--- src/rtl/definitions.sv ---
// Shared types and constants for the 9-bit ISA control path: FSM states,
// WriteSource and ALU op encodings, opcode match values and the control bundle.
package definitions;

    typedef enum logic [1:0] {
        IDLE    = 2'd0,
        RUN     = 2'd1,
        MEMWAIT = 2'd2,
        HALT    = 2'd3
    } ctrl_state_t;

    localparam logic [2:0] kADD = 3'd0;
    localparam logic [2:0] kLSH = 3'd1;
    localparam logic [2:0] kRSH = 3'd2;
    localparam logic [2:0] kSUB = 3'd3;
    localparam logic [2:0] kXOR = 3'd4;
    localparam logic [2:0] kORR = 3'd5;
    localparam logic [2:0] kRXR = 3'd6;

    localparam logic [2:0] kSRC_ALU  = 3'b000;
    localparam logic [2:0] kSRC_MEM  = 3'b001;
    localparam logic [2:0] kSRC_LLUT = 3'b010;
    localparam logic [2:0] kSRC_MLUT = 3'b011;
    localparam logic [2:0] kSRC_IMM  = 3'b100;

    localparam logic [8:0] kOP_HALT   = 9'h1FF;
    localparam logic [2:0] kOP_LSL    = 3'b000;
    localparam logic [2:0] kOP_LSR    = 3'b001;
    localparam logic [3:0] kOP_OR     = 4'b1101;
    localparam logic [3:0] kOP_XOR    = 4'b0110;
    localparam logic [3:0] kOP_RXR    = 4'b0111;
    localparam logic [3:0] kOP_ADDSUB = 4'b1110;
    localparam logic [3:0] kOP_MOV    = 4'b1111;
    localparam logic [3:0] kOP_JMP    = 4'b1000;
    localparam logic [3:0] kOP_SPC    = 4'b1001;
    localparam logic [3:0] kOP_LUT    = 4'b1010;
    localparam logic [4:0] kOP_LOAD   = 5'b01000;
    localparam logic [4:0] kOP_STORE  = 5'b01001;

    // Decoded register numbers never exceed r8, so 4 bits carry them; the
    // top zero-extends to the configured address width.
    localparam logic [3:0] kR8 = 4'd8;

    typedef struct packed {
        logic       ctrl_valid;
        logic       reg_wr_en;
        logic       mem_wr_en;
        logic       mem_rd_en;
        logic       jump_equal;
        logic       jump_not_equal;
        logic       offset_en;
        logic [1:0] pc_reg_select;
        logic [2:0] write_source;
        logic [2:0] alu_op;
        logic [3:0] rd_addr_a;
        logic [3:0] rd_addr_b;
        logic [3:0] wr_addr;
        logic [7:0] imm;
    } ctrl_bundle_t;

    function automatic logic [3:0] reg_field(input logic [2:0] f);
        return {1'b0, f};
    endfunction

    // A bubble keeps addresses and selects, dropping validity and every enable.
    function automatic ctrl_bundle_t bubble(input ctrl_bundle_t b);
        ctrl_bundle_t r;
        r                = b;
        r.ctrl_valid     = 1'b0;
        r.reg_wr_en      = 1'b0;
        r.mem_wr_en      = 1'b0;
        r.mem_rd_en      = 1'b0;
        r.jump_equal     = 1'b0;
        r.jump_not_equal = 1'b0;
        r.offset_en      = 1'b0;
        return r;
    endfunction

endpackage

--- src/rtl/ctrl_decode.sv ---
// Combinational instruction decoder: maps one 9-bit instruction to a control
// bundle plus halt / load / illegal flags for the sequencer.
module ctrl_decode
    import definitions::*;
(
    input  logic [8:0]   Instruction,
    output ctrl_bundle_t bundle,
    output logic         is_illegal,
    output logic         is_halt,
    output logic         is_load
);

    always_comb begin
        bundle              = '0;
        bundle.ctrl_valid   = 1'b1;
        bundle.write_source = kSRC_ALU;
        bundle.imm          = {3'b000, Instruction[4:0]};
        is_illegal          = 1'b0;
        is_halt             = 1'b0;
        is_load             = 1'b0;

        // Halt is checked first so it shadows the mov encoding it falls inside.
        if (Instruction == kOP_HALT) begin
            is_halt           = 1'b1;
            bundle.ctrl_valid = 1'b0;
        end else if (Instruction[8:6] == kOP_LSL || Instruction[8:6] == kOP_LSR) begin
            bundle.reg_wr_en = 1'b1;
            bundle.wr_addr   = reg_field(Instruction[5:3]);
            bundle.rd_addr_a = kR8;
            bundle.rd_addr_b = reg_field(Instruction[2:0]);
            bundle.alu_op    = Instruction[6] ? kRSH : kLSH;
        end else if (Instruction[8:5] == kOP_OR) begin
            bundle.reg_wr_en = 1'b1;
            bundle.wr_addr   = reg_field(Instruction[4:2]);
            bundle.rd_addr_a = reg_field(Instruction[4:2]);
            bundle.rd_addr_b = reg_field({1'b1, Instruction[1:0]});
            bundle.alu_op    = kORR;
        end else if (Instruction[8:5] == kOP_XOR) begin
            bundle.reg_wr_en = 1'b1;
            bundle.wr_addr   = reg_field(Instruction[4:2]);
            bundle.rd_addr_a = reg_field(Instruction[4:2]);
            bundle.rd_addr_b = kR8;
            bundle.alu_op    = kXOR;
        end else if (Instruction[8:5] == kOP_RXR) begin
            bundle.reg_wr_en = 1'b1;
            bundle.wr_addr   = reg_field(Instruction[4:2]);
            bundle.rd_addr_a = reg_field(Instruction[4:2]);
            bundle.alu_op    = kRXR;
        end else if (Instruction[8:5] == kOP_ADDSUB) begin
            bundle.reg_wr_en = 1'b1;
            bundle.wr_addr   = reg_field(Instruction[4:2]);
            bundle.rd_addr_a = reg_field(Instruction[4:2]);
            bundle.rd_addr_b = kR8;
            bundle.alu_op    = Instruction[1] ? kSUB : kADD;
        end else if (Instruction[8:5] == kOP_MOV) begin
            bundle.reg_wr_en    = 1'b1;
            bundle.wr_addr      = kR8;
            bundle.write_source = kSRC_IMM;
        end else if (Instruction[8:5] == kOP_JMP) begin
            bundle.pc_reg_select  = Instruction[3:2];
            bundle.jump_equal     = ~Instruction[4];
            bundle.jump_not_equal = Instruction[4];
        end else if (Instruction[8:5] == kOP_SPC) begin
            bundle.pc_reg_select = Instruction[4:3];
            bundle.offset_en     = Instruction[2];
        end else if (Instruction[8:5] == kOP_LUT) begin
            bundle.reg_wr_en = 1'b1;
            bundle.wr_addr   = kR8;
            if (Instruction[1]) begin
                bundle.write_source = kSRC_MLUT;
                bundle.rd_addr_b    = reg_field(Instruction[4:2]);
            end else begin
                bundle.write_source = kSRC_LLUT;
                bundle.rd_addr_a    = reg_field(Instruction[4:2]);
            end
        end else if (Instruction[8:4] == kOP_LOAD) begin
            is_load             = 1'b1;
            bundle.reg_wr_en    = 1'b1;
            bundle.mem_rd_en    = 1'b1;
            bundle.wr_addr      = reg_field(Instruction[3:1]);
            bundle.rd_addr_a    = kR8;
            bundle.write_source = kSRC_MEM;
        end else if (Instruction[8:4] == kOP_STORE) begin
            bundle.mem_wr_en = 1'b1;
            bundle.rd_addr_a = kR8;
            bundle.rd_addr_b = reg_field(Instruction[3:1]);
        end else begin
            is_illegal = 1'b1;
        end
    end

endmodule

--- src/rtl/ctrl_seq.sv ---
// Registered control sequencer: start/idle gate, multi-cycle load wait with
// fetch stall, sticky halt/Ack and illegal-opcode reporting.
module ctrl_seq
    import definitions::*;
#(
    parameter int RW      = 4,
    parameter int MEM_LAT = 2
) (
    input  logic          Clk,
    input  logic          Reset,
    input  logic          Start,
    input  logic          InstValid,
    input  logic [8:0]    Instruction,
    output logic          Stall,
    output logic          CtrlValid,
    output logic          RegWrEn,
    output logic          MemWrEn,
    output logic          MemRdEn,
    output logic          JumpEqual,
    output logic          JumpNotEqual,
    output logic          OffsetEn,
    output logic [1:0]    PCRegSelect,
    output logic [2:0]    WriteSource,
    output logic [2:0]    ALUOp,
    output logic [RW-1:0] ReadRegAddrA,
    output logic [RW-1:0] ReadRegAddrB,
    output logic [RW-1:0] WriteRegAddr,
    output logic [7:0]    ImmOut,
    output logic          Ack,
    output logic          IllegalOp,
    output logic          Busy
);

    localparam int WCW = (MEM_LAT < 1) ? 1 : $clog2(MEM_LAT + 1);
    localparam logic [WCW-1:0] kWAIT_INIT = WCW'((MEM_LAT > 0) ? MEM_LAT - 1 : 0);

    ctrl_state_t    state_q, state_d;
    logic [WCW-1:0] wait_q, wait_d;
    ctrl_bundle_t   bundle_q, bundle_d;
    logic           ack_q, ack_d;
    logic           illegal_q, illegal_d;

    ctrl_bundle_t   dec_bundle;
    logic           dec_illegal;
    logic           dec_halt;
    logic           dec_load;

    ctrl_decode u_decode (
        .Instruction (Instruction),
        .bundle      (dec_bundle),
        .is_illegal  (dec_illegal),
        .is_halt     (dec_halt),
        .is_load     (dec_load)
    );

    always_comb begin
        state_d   = state_q;
        wait_d    = wait_q;
        bundle_d  = bubble(bundle_q);
        ack_d     = ack_q;
        illegal_d = illegal_q;

        case (state_q)
            IDLE: begin
                if (Start) state_d = RUN;
            end
            RUN: begin
                if (InstValid) begin
                    if (dec_halt) begin
                        state_d = HALT;
                        ack_d   = 1'b1;
                    end else if (dec_load && MEM_LAT > 0) begin
                        // Read is issued now; the write-back is held until the wait expires.
                        bundle_d            = dec_bundle;
                        bundle_d.ctrl_valid = 1'b0;
                        bundle_d.reg_wr_en  = 1'b0;
                        wait_d              = kWAIT_INIT;
                        state_d             = MEMWAIT;
                    end else begin
                        bundle_d = dec_bundle;
                        if (dec_illegal) illegal_d = 1'b1;
                    end
                end
            end
            MEMWAIT: begin
                bundle_d = bundle_q;
                if (wait_q == '0) begin
                    bundle_d.ctrl_valid = 1'b1;
                    bundle_d.reg_wr_en  = 1'b1;
                    bundle_d.mem_rd_en  = 1'b0;
                    state_d             = RUN;
                end else begin
                    wait_d = wait_q - 1'b1;
                end
            end
            HALT: begin
                state_d = HALT;
            end
            default: state_d = IDLE;
        endcase
    end

    always_ff @(posedge Clk or negedge Reset) begin
        if (!Reset) begin
            state_q   <= IDLE;
            wait_q    <= '0;
            bundle_q  <= '0;
            ack_q     <= 1'b0;
            illegal_q <= 1'b0;
        end else begin
            state_q   <= state_d;
            wait_q    <= wait_d;
            bundle_q  <= bundle_d;
            ack_q     <= ack_d;
            illegal_q <= illegal_d;
        end
    end

    assign Stall        = (state_q == MEMWAIT) || (state_q == HALT);
    assign Busy         = (state_q != IDLE) && (state_q != HALT);
    assign CtrlValid    = bundle_q.ctrl_valid;
    assign RegWrEn      = bundle_q.reg_wr_en;
    assign MemWrEn      = bundle_q.mem_wr_en;
    assign MemRdEn      = bundle_q.mem_rd_en;
    assign JumpEqual    = bundle_q.jump_equal;
    assign JumpNotEqual = bundle_q.jump_not_equal;
    assign OffsetEn     = bundle_q.offset_en;
    assign PCRegSelect  = bundle_q.pc_reg_select;
    assign WriteSource  = bundle_q.write_source;
    assign ALUOp        = bundle_q.alu_op;
    assign ReadRegAddrA = RW'(bundle_q.rd_addr_a);
    assign ReadRegAddrB = RW'(bundle_q.rd_addr_b);
    assign WriteRegAddr = RW'(bundle_q.wr_addr);
    assign ImmOut       = bundle_q.imm;
    assign Ack          = ack_q;
    assign IllegalOp    = illegal_q;

endmodule

--- config.mk ---
export PLATFORM = sky130hd
export DESIGN_NAME = ctrl_seq
export DESIGN_NICKNAME = d
export VERILOG_FILES = /design/src/rtl/definitions.sv /design/src/rtl/ctrl_decode.sv /design/src/rtl/ctrl_seq.sv
export SDC_FILE = /design/constraint.sdc
export NUM_CORES = 1
export LEC_CHECK = 0
export CORE_ASPECT_RATIO = 1.4
export CORE_MARGIN = 2
export CORE_UTILIZATION = 35
export DETAILED_ROUTE_END_ITERATION = 10
export MAX_ROUTING_LAYER = met4
export PLACE_DENSITY = 0.63
export RECOVER_POWER = 50
export SLEW_MARGIN = 5
export SYNTH_ARGS = -nofsm -noshare
export SYNTH_HDL_FRONTEND = slang
export SYNTH_SLANG_ARGS = --single-unit
export TNS_END_PERCENT = 5
--- constraint.sdc ---
create_clock -name Clk -period 1.8 [get_ports Clk]
set_input_delay 0.45 -clock Clk [delete_from_list [all_inputs] [get_ports Clk]]
set_output_delay 0.45 -clock Clk [all_outputs]
set_load 0.005 [all_outputs]
# == After elaboration in Yosys (flattened, before gate mapping) ==
# Cells that the tools add are included.
# word_totals
word_cells,151
in_bits,13
ff_bits,41
out_inout_bits,39
# op_classes
n_bitwise,4
eq_ne,23
add_sub_neg,1
reduce_logical,13
muxes,92
# op_table
cell,count
35-bit two-way mux,3
35-bit one-hot mux with 2 select lines,1
10-bit two-way mux,5
12-bit two-way mux,4
15-bit two-way mux,3
1-bit two-way mux,38
3-bit two-way mux,11
2-bit two-way mux,15
26-bit two-way mux,1
4-bit equality test (second input constant),6
4-bit two-way mux,5
8-bit two-way mux,2
7-bit two-way mux,2
2-bit inequality test (second input constant),7
5-bit by 4-bit equality test with 1-bit output (second input constant),2
5-bit AND reduction,2
9-bit equality test (second input constant),1
4-bit by 3-bit equality test with 1-bit output (second input constant),2
2-bit one-hot mux with 4 select lines,1
4-bit AND reduction,2
2-bit equality test (second input constant),2
2-bit zero test,2
1-bit NOT,4
2-bit one-hot mux with 2 select lines,1
9 further kinds,11

# == Longest topological paths before layout ==
# Gate-level depths: netlist of the first run.
# logic_depth
ltp_word,17
mapped_depth,7

# == Cells and area by module ==
# From an unflattened synthesis of the first run, not the netlist that was laid out.
# hier_totals
hier_cells,298
area_unflattened_um2,2538.7
# by_module_without_submodules
module,cells_each,n_inst,area_per_inst_um2
ctrl_seq,188,1,1834.3
ctrl_decode,110,1,704.4

# == Worst setup path after synthesis of the first run ==
# Ideal clock, no wire load.
# synth_path
kind,register -> register
from,register state_q[0]
to,register bundle_q (netlist bit PCRegSelect[0])
stages_incl_launch_ff,8
n_path_buf,2
period_less_slack_ps,1695
path_slack_ps,105
arrival_time_ps,1612
cell_sequence,dfrtp_1 inv_1 ha_1 buf_2 and3_1 clkbuf_1 nand3_1 o21ai_0
# synth_via
elab_chain_cells,3
elab_cells_between_ends,4
cone_classes,eq/ne (2); bitwise (1); reduce/logical (1)
# synth_lines
element,line,text
start: declaration,ctrl_seq.sv:37,"ctrl_state_t state_q, state_d;"
start signal: assignment,ctrl_seq.sv:111,state_q <= state_d;
2-bit equality test,ctrl_seq.sv:63,case (state_q)
1-bit NOT (no line),-,
4-bit AND reduction (no line) *,-,
end signal: assignment,ctrl_seq.sv:113,bundle_q <= bundle_d;
end: declaration,ctrl_seq.sv:39,"ctrl_bundle_t bundle_q, bundle_d;"
# Every way passes the cells marked *; elsewhere a longest branch is shown, timed or not.
# A chain may end at the register's enable or synchronous reset.

# == Final worst setup path of the first run ==
# layout_path
from,register state_q[1]
to,output Busy
# layout_via
elab_chain_cells,2
elab_cells_between_ends,3
cone_classes,eq/ne (1); reduce/logical (2)
# layout_lines
element,line,text
2-bit inequality test / 2-bit nonzero test (equally long branches),ctrl_seq.sv:120,assign Busy = (state_q != IDLE) && (state_q != HALT);
1-bit logical AND *,ctrl_seq.sv:120,
end: declaration,ctrl_seq.sv:31,output logic Busy
# Marked as above.

==> impl_metrics.ini, run 1 <==
[sta]
layout_setup_ws_ns = -0.0136
rsz0062_at_grt = yes
tightest_slew_ns = 0.979
slew_viol_final = 0
finClkSkew_ns = 0.00677
hold_viol_final = 0
fin_crit_ns = 1.81
min_period_over_period = 1.01
setup_viol = 2
fmax_mhz = 551
maxSlewHeadroom = 0.348

[floorplan]
rows = 34
initial_core_util = 0.358
fp.coreArea_sq_um = 6130
pin_count = 52
design.die.area_sq_um = 6920
die_w_um = 70.9
fp.dieH_um = 97.7

[routing]
ant_nets = 0
drc = 0
first_pass_iters = 4
routed-via-count = 2099
post_drt_wl_per_cell_um = 16.0
wl_met3_um = 181
viasPerCell = 5.30
initialDrtViolationCount = 86
met2WireLength_um = 3460
top_layer = met4
wl_um = 6330
m1WireLength_um = 2610

[clock_tree]
numCtsBuffers = 5
clockBufferDepth = 2
clock_latency_ns = 0.29
clockRootBuffer = clkbuf_8
cts_tree = done
cts.hold.buffers_added = 0
cts_sinks = 38
clk_pin_slew_ns = 0.07
htree_levels = 2

[synth]
yosys.cell_types.count = 52
ys_ff_latch = 38
yosysWarnings = 0
synth.cell_area_sq_um = 2190
syn_inst = 242
seq_area_frac_synth = 0.434
synth_edf_count = 0
synth_ff_type = dfrtp_1
synth_area_per_cell_sq_um = 9.06
synth-async-reset-ratio = 1.00

[global_routing]
grt_use_total = 0.199
grt_start_max_net_pins = 39
grt_pass1_wl_um = 10500
antenna_found_initial = 0
overflow = 0
grt_pass1_vias = 2117

[flow_run]
max_cap_violations = 0

[placement]
dp_hpwl_um = 4720
port_buffers = 48
dp_cells = 387
place_congestion = 0.888

[layout]
final_net_count = 343
final_cells = 396
syn2layout_area_growth_pct = 43.6
diodes = 0
fin_util = 0.514
mostFrequentLayoutCells = nand2_1, buf_4, clkdlybuf4s50_1
final_common_cell = nand2_1
drive_gt1_frac = 0.241

[pwr]
ir_worst_vdd_v = 0.000355
power_density_nw_per_um2 = 834
p_leak_nw = 1.35

[worst_setup_path]
worst-path-max-fanout = 3
cp_cell_sequence = buf_4 -> inv_4 -> ha_4 -> dlygate4sd2_1
path_class = flop to output pin
crit_path_top_delay_cell = dfrtp_1
required_ns = 1.35
critPathLaunchType = flop
r2r-end = ReadRegAddrB[1]$_DFFE_PN0P_
rr_startpoint = state_q[1]$_DFFE_PN0P_
critical_path.max_stage_delay_ns = 0.41
ff2ff_path_depth = 8
r2r_slack_ns = 0.07
critPathCaptureType = output pin
critPathArrivalTime_ns = 1.36

[status]
violations = setup timing
outcome = finished, violations left

[min_path]
min_path_type = primary input to asynchronous set/reset pin
==> worst max-delay path by stage <==
stage | start | slack, ns | endpoint | depth (start not counted)
after global routing | Instruction[4] | -0.06 | ReadRegAddrB[0]$_DFFE_PN0P_ | 7
after floorplan | state_q[0]$_DFFE_PN0P_ | 0.11 | PCRegSelect[0]$_DFFE_PN0P_ | 7
after global placement | Instruction[8] | -0.37 | WriteRegAddr[2]$_DFFE_PN0P_ | 6
after detailed placement | Instruction[8] | -0.43 | ReadRegAddrB[2]$_DFFE_PN0P_ | 7
after CTS | state_q[1]$_DFFE_PN0P_ | -0.19 | Stall | 4
final | state_q[1]$_DFFE_PN0P_ | -0.01 | Busy | 4
==> kinds of logic (layout without fill, tap and decap cells) <==
| group | after synthesis | after routing | synth area share |
|---|---|---|---|
| mux | 4 | 4 | 0.0188 |
| other cells | 1 | 3 | 0.00171 |
| fa+ha+maj | 5 | 5 | 0.0285 |
| compound gates | 72 | 72 | 0.229 |
| buf+inv | 31 | 111 | 0.0685 |
| simple gates | 91 | 91 | 0.220 |
| flops | 38 | 38 | 0.434 |
==> critical path, delay by kind of cell, from the launching register on <==
family | cells | cell delay (ns)
fa+ha+maj | 1 | 0.20
buf+inv | 3 | 0.48
flops | 1 | 0.41
==> report_power, final <==
group / leakage, nW / internal [mW] / switching [mW]
Clock: 0.0431 / 0.296 / 0.286
Sequential: 0.511 / 1.03 / 0.0895
Combinational: 0.792 / 0.534 / 0.395
Total: 1.35 / 1.86 / 0.770
==> per-stage QoR <==
stage	worst slack (ns)	power (mW)	instance area (sq um)	setup TNS (ns)	hold WS (ns)
after CTS	-0.187	2.64	3110	-0.187	0.222
final	-0.0136	2.63	3150	-0.0147	0.396
after floorplan	0.105	1.50	2200	0	0.154
after detailed placement	-0.427	2.04	3000	-11.03	0.467
after global routing	-0.0619	2.80	3150	-0.650	0.468
after global placement	-0.369	2.02	3000	-10.12	0.462
==> synth_stat cells, drive strengths merged, types with 2 or more instances <==
master / instances / area [sq um]
a21oi: 3 / 15.0
a221oi: 3 / 26.3
a31oi: 4 / 31.3
a32o: 3 / 30.0
a32oi: 4 / 35.0
and2: 4 / 25.0
and3: 4 / 25.0
buf: 19 / 105
clkbuf: 2 / 7.51
dfrtp: 38 / 951
ha: 5 / 62.6
inv: 10 / 37.5
mux2i: 3 / 30.0
nand2: 44 / 165
nand2b: 2 / 12.5
nand3: 4 / 20.0
nand4: 4 / 40.0
nor2: 4 / 15.0
nor2b: 8 / 50.1
nor3: 9 / 56.3
o211ai: 2 / 15.0
o21ai: 29 / 145
o21bai: 2 / 15.0
o31ai: 10 / 88.8
or3: 2 / 17.5
==> per-layer routing <==
metal,vias to the layer above,track usage
li1,1026,-
met1,1019,0.237
met2,45,0.344
met3,9,0.0249
met4,0,0.0639
met5,-,-
==> layout make-up <==
type,count,area (sq um)
Tap cell,72,90.1
Inverter,10,40.0
Fill cell,616,2980
Sequential cell,38,951
Clock buffer,6,82.6
Timing Repair Buffer,95,838
Multi-Input combinational cell,175,1150
==> repair_timing <==
action	in CTS	in global routing
resized for setup	12	15
endpoints found under the hold margin	0	0
setup buffers	2	1
endpoints found under the setup margin	16	30
cloned	0	0
==> flip-flops by register name, indices dropped and copies added (netlist names), 2 cells and up <==
| name | flops |
|---|---|
| ImmOut | 5 |
| wait_q | 2 |
| PCRegSelect | 2 |
| WriteSource | 3 |
| state_q | 2 |
| WriteRegAddr | 4 |
| ReadRegAddrA | 4 |
| ALUOp | 3 |
| ReadRegAddrB | 4 |
No activity file was read; power rests on OpenSTA's default activity.
==> inputs of run 2 (changes only) <==
--- a/config.mk
+++ b/config.mk
@@ -7,11 +7,11 @@
 export LEC_CHECK = 0
 export CORE_ASPECT_RATIO = 1.4
 export CORE_MARGIN = 2
-export CORE_UTILIZATION = 35
+export CORE_UTILIZATION = 45
 export DETAILED_ROUTE_END_ITERATION = 10
 export MAX_ROUTING_LAYER = met4
-export PLACE_DENSITY = 0.63
-export RECOVER_POWER = 50
+export PLACE_DENSITY = 0.76
+export RECOVER_POWER = 100
 export SLEW_MARGIN = 5
 export SYNTH_ARGS = -nofsm -noshare
 export SYNTH_HDL_FRONTEND = slang
==> run 2 against run 1 <==
  * The flow still finishes with violations (setup timing)
  * Setup slack gained 0.0036 ns
  * Sequential power is essentially flat
  * Clock power grew 4.1%
  * Sequential share of layout area shrank 0.67 points
  * Non-clock buffer count shrank 1
  * Register-to-register slack is essentially flat
  * Flip-flop and latch count is the same
  * Final area grew 2.3%
  * Wire length grew 1.1%
  * Critical path depth grew 3
  * Final cell count shrank 1.8%
  * Critical path type is now primary input to flop
  * Critical endpoint is now WriteSource[1]$_DFFE_PN0P_
  * Largest power group unchanged
  * Highest routed layer unchanged
==> impl_metrics.ini, run 2 (synthesized netlist as in run 1, its figures left out) <==
[floorplan]
die_w_um = 63.0
rows = 30
initial_core_util = 0.460
design.die.area_sq_um = 5460
pin_count = 52
fp.coreArea_sq_um = 4770
fp.dieH_um = 86.6

[clock_tree]
clockRootBuffer = clkbuf_8
clock_latency_ns = 0.29
cts_sinks = 38
clk_pin_slew_ns = 0.08
numCtsBuffers = 5
clockBufferDepth = 2
cts.hold.buffers_added = 0
cts_tree = done
htree_levels = 2

[pwr]
power_density_nw_per_um2 = 811
ir_worst_vdd_v = 0.000501
totalPowerFinal_mw = 2.61
p_leak_nw = 1.52

[sta]
hold_viol_final = 0
fmax_mhz = 553
finClkSkew_ns = 0.00769
layout_setup_ws_ns = -0.00993
tightest_slew_ns = 0.965
maxSlewHeadroom = 0.357
slew_viol_final = 0
rsz0062_at_grt = yes
fin_crit_ns = 1.81
setup_viol = 3
whs_ns = 0.283
min_period_over_period = 1.01

[routing]
drc = 0
routed-via-count = 2226
first_pass_iters = 4
post_drt_wl_per_cell_um = 16.4
viasPerCell = 5.72
wl_um = 6400
initialDrtViolationCount = 51
ant_nets = 0

[placement]
port_buffers = 48
place_congestion = 0.937
dp_hpwl_um = 4640
pre_cts_slack_ns = -0.409
place_area_sq_um = 2990

[layout]
mostFrequentLayoutCells = nand2_1, dfrtp_1, buf_4
n_fill_cell = 402
final_common_cell = nand2_1
drive_gt1_frac = 0.234
multi_input_area_sq_um = 1170
largest_reg_flops = 5
seq_area_sq_um = 951
diodes = 0
syn2layout_area_growth_pct = 46.9
final_net_count = 342
fin_area_sq_um = 3220

[status]
outcome = finished, violations left
violations = setup timing

[worst_setup_path]
worst-path-max-fanout = 9
required_ns = 1.98
critPathArrivalTime_ns = 1.99
rr_startpoint = state_q[1]$_DFFE_PN0P_
r2r_slack_ns = 0.08
ff2ff_path_depth = 7
path_class = primary input to flop
critPathCaptureType = flop
critPathLaunchType = primary input
r2r-end = JumpEqual$_DFFE_PN0N_

[global_routing]
grt_pass1_wl_um = 10100
grt_start_max_net_pins = 37
grt_pass1_vias = 2130
grt_use_total = 0.245
overflow = 0
antenna_found_initial = 0

[min_path]
min_path_type = primary input to asynchronous set/reset pin

[flow_run]
max_cap_violations = 0
-- run 2: changes by cell type in the layout (fill, tap and decap cells not counted), moves of 3 or more --
cell / change
clkbuf_1: +3
o21ai_1: +3
o21ai_0: -3
clkdlybuf4s50_1: -35
dlymetal6s2s_1: +5
dlygate4sd3_1: +33
buf_4: -6
dlygate4sd2_1: -3
-- run 2: how the worst max path moves through the flow --
stage                                       from                           to  slack (ns)  depth (start not counted)
after floorplan           state_q[0]$_DFFE_PN0P_   PCRegSelect[0]$_DFFE_PN0P_        0.11                          7
after global placement            Instruction[8]  ReadRegAddrB[0]$_DFFE_PN0P_       -0.36                          7
after detailed placement          Instruction[8]  ReadRegAddrB[0]$_DFFE_PN0P_       -0.41                          7
after CTS                         Instruction[6]  ReadRegAddrB[0]$_DFFE_PN0P_       -0.08                          7
after global routing      state_q[0]$_DFFE_PN0P_                        Stall       -0.06                          4
final                             Instruction[0]   WriteSource[1]$_DFFE_PN0P_       -0.01                          7
-- run 2: layout make-up --
class,instances,area share
timing repair buffer,94,0.276
inverter,10,0.0117
clock buffer,7,0.0268
clock inverter,1,0.00155
tap,64,0.0249
sequential,38,0.295
multi-input combinational,175,0.364
-- run 2: power breakdown --
group          switching [mW]  internal, mW  total (mW)
logic                   0.405         0.496       0.901
registers              0.0794          1.03        1.11
clock network           0.296         0.309       0.605
-- run 2: repair_timing --
action / 4_1_cts / 5_1_grt
setup buffers: 3 / 2
endpoints found under the setup margin: 16 / 37
pin swaps: 0 / 5
cloned: 0 / 2
gates resized for setup: 12 / 25
-- run 2: metrics by stage --
step | TNS [ns] | util | std cells
floorplan | 0 | - | 244
global placement | -10.65 | 0.627 | 374
detailed placement | -11.36 | 0.627 | 374
CTS | -0.483 | 0.654 | 385
global route | -0.711 | 0.676 | 389
finish | -0.0280 | 0.676 | 389
-- run 2: per-layer routing --
metal / GRT usage / up-vias / part of all wire
li1: - / 1033 / -
met1: 0.265 / 1101 / 0.38
met2: 0.442 / 74 / 0.54
met3: 0.0351 / 18 / 0.043
met4: 0.109 / 0 / 0.037
met5: - / - / 0
-- run 2: critical path, cell delays in order --
cell	delay, ns
clkdlybuf4s50_1	0.52
nand4_1	0.17
clkbuf_1	0.17
o31ai_4	0.23
clkbuf_2	0.19
clkbuf_16	0.16
o21ai_0	0.09
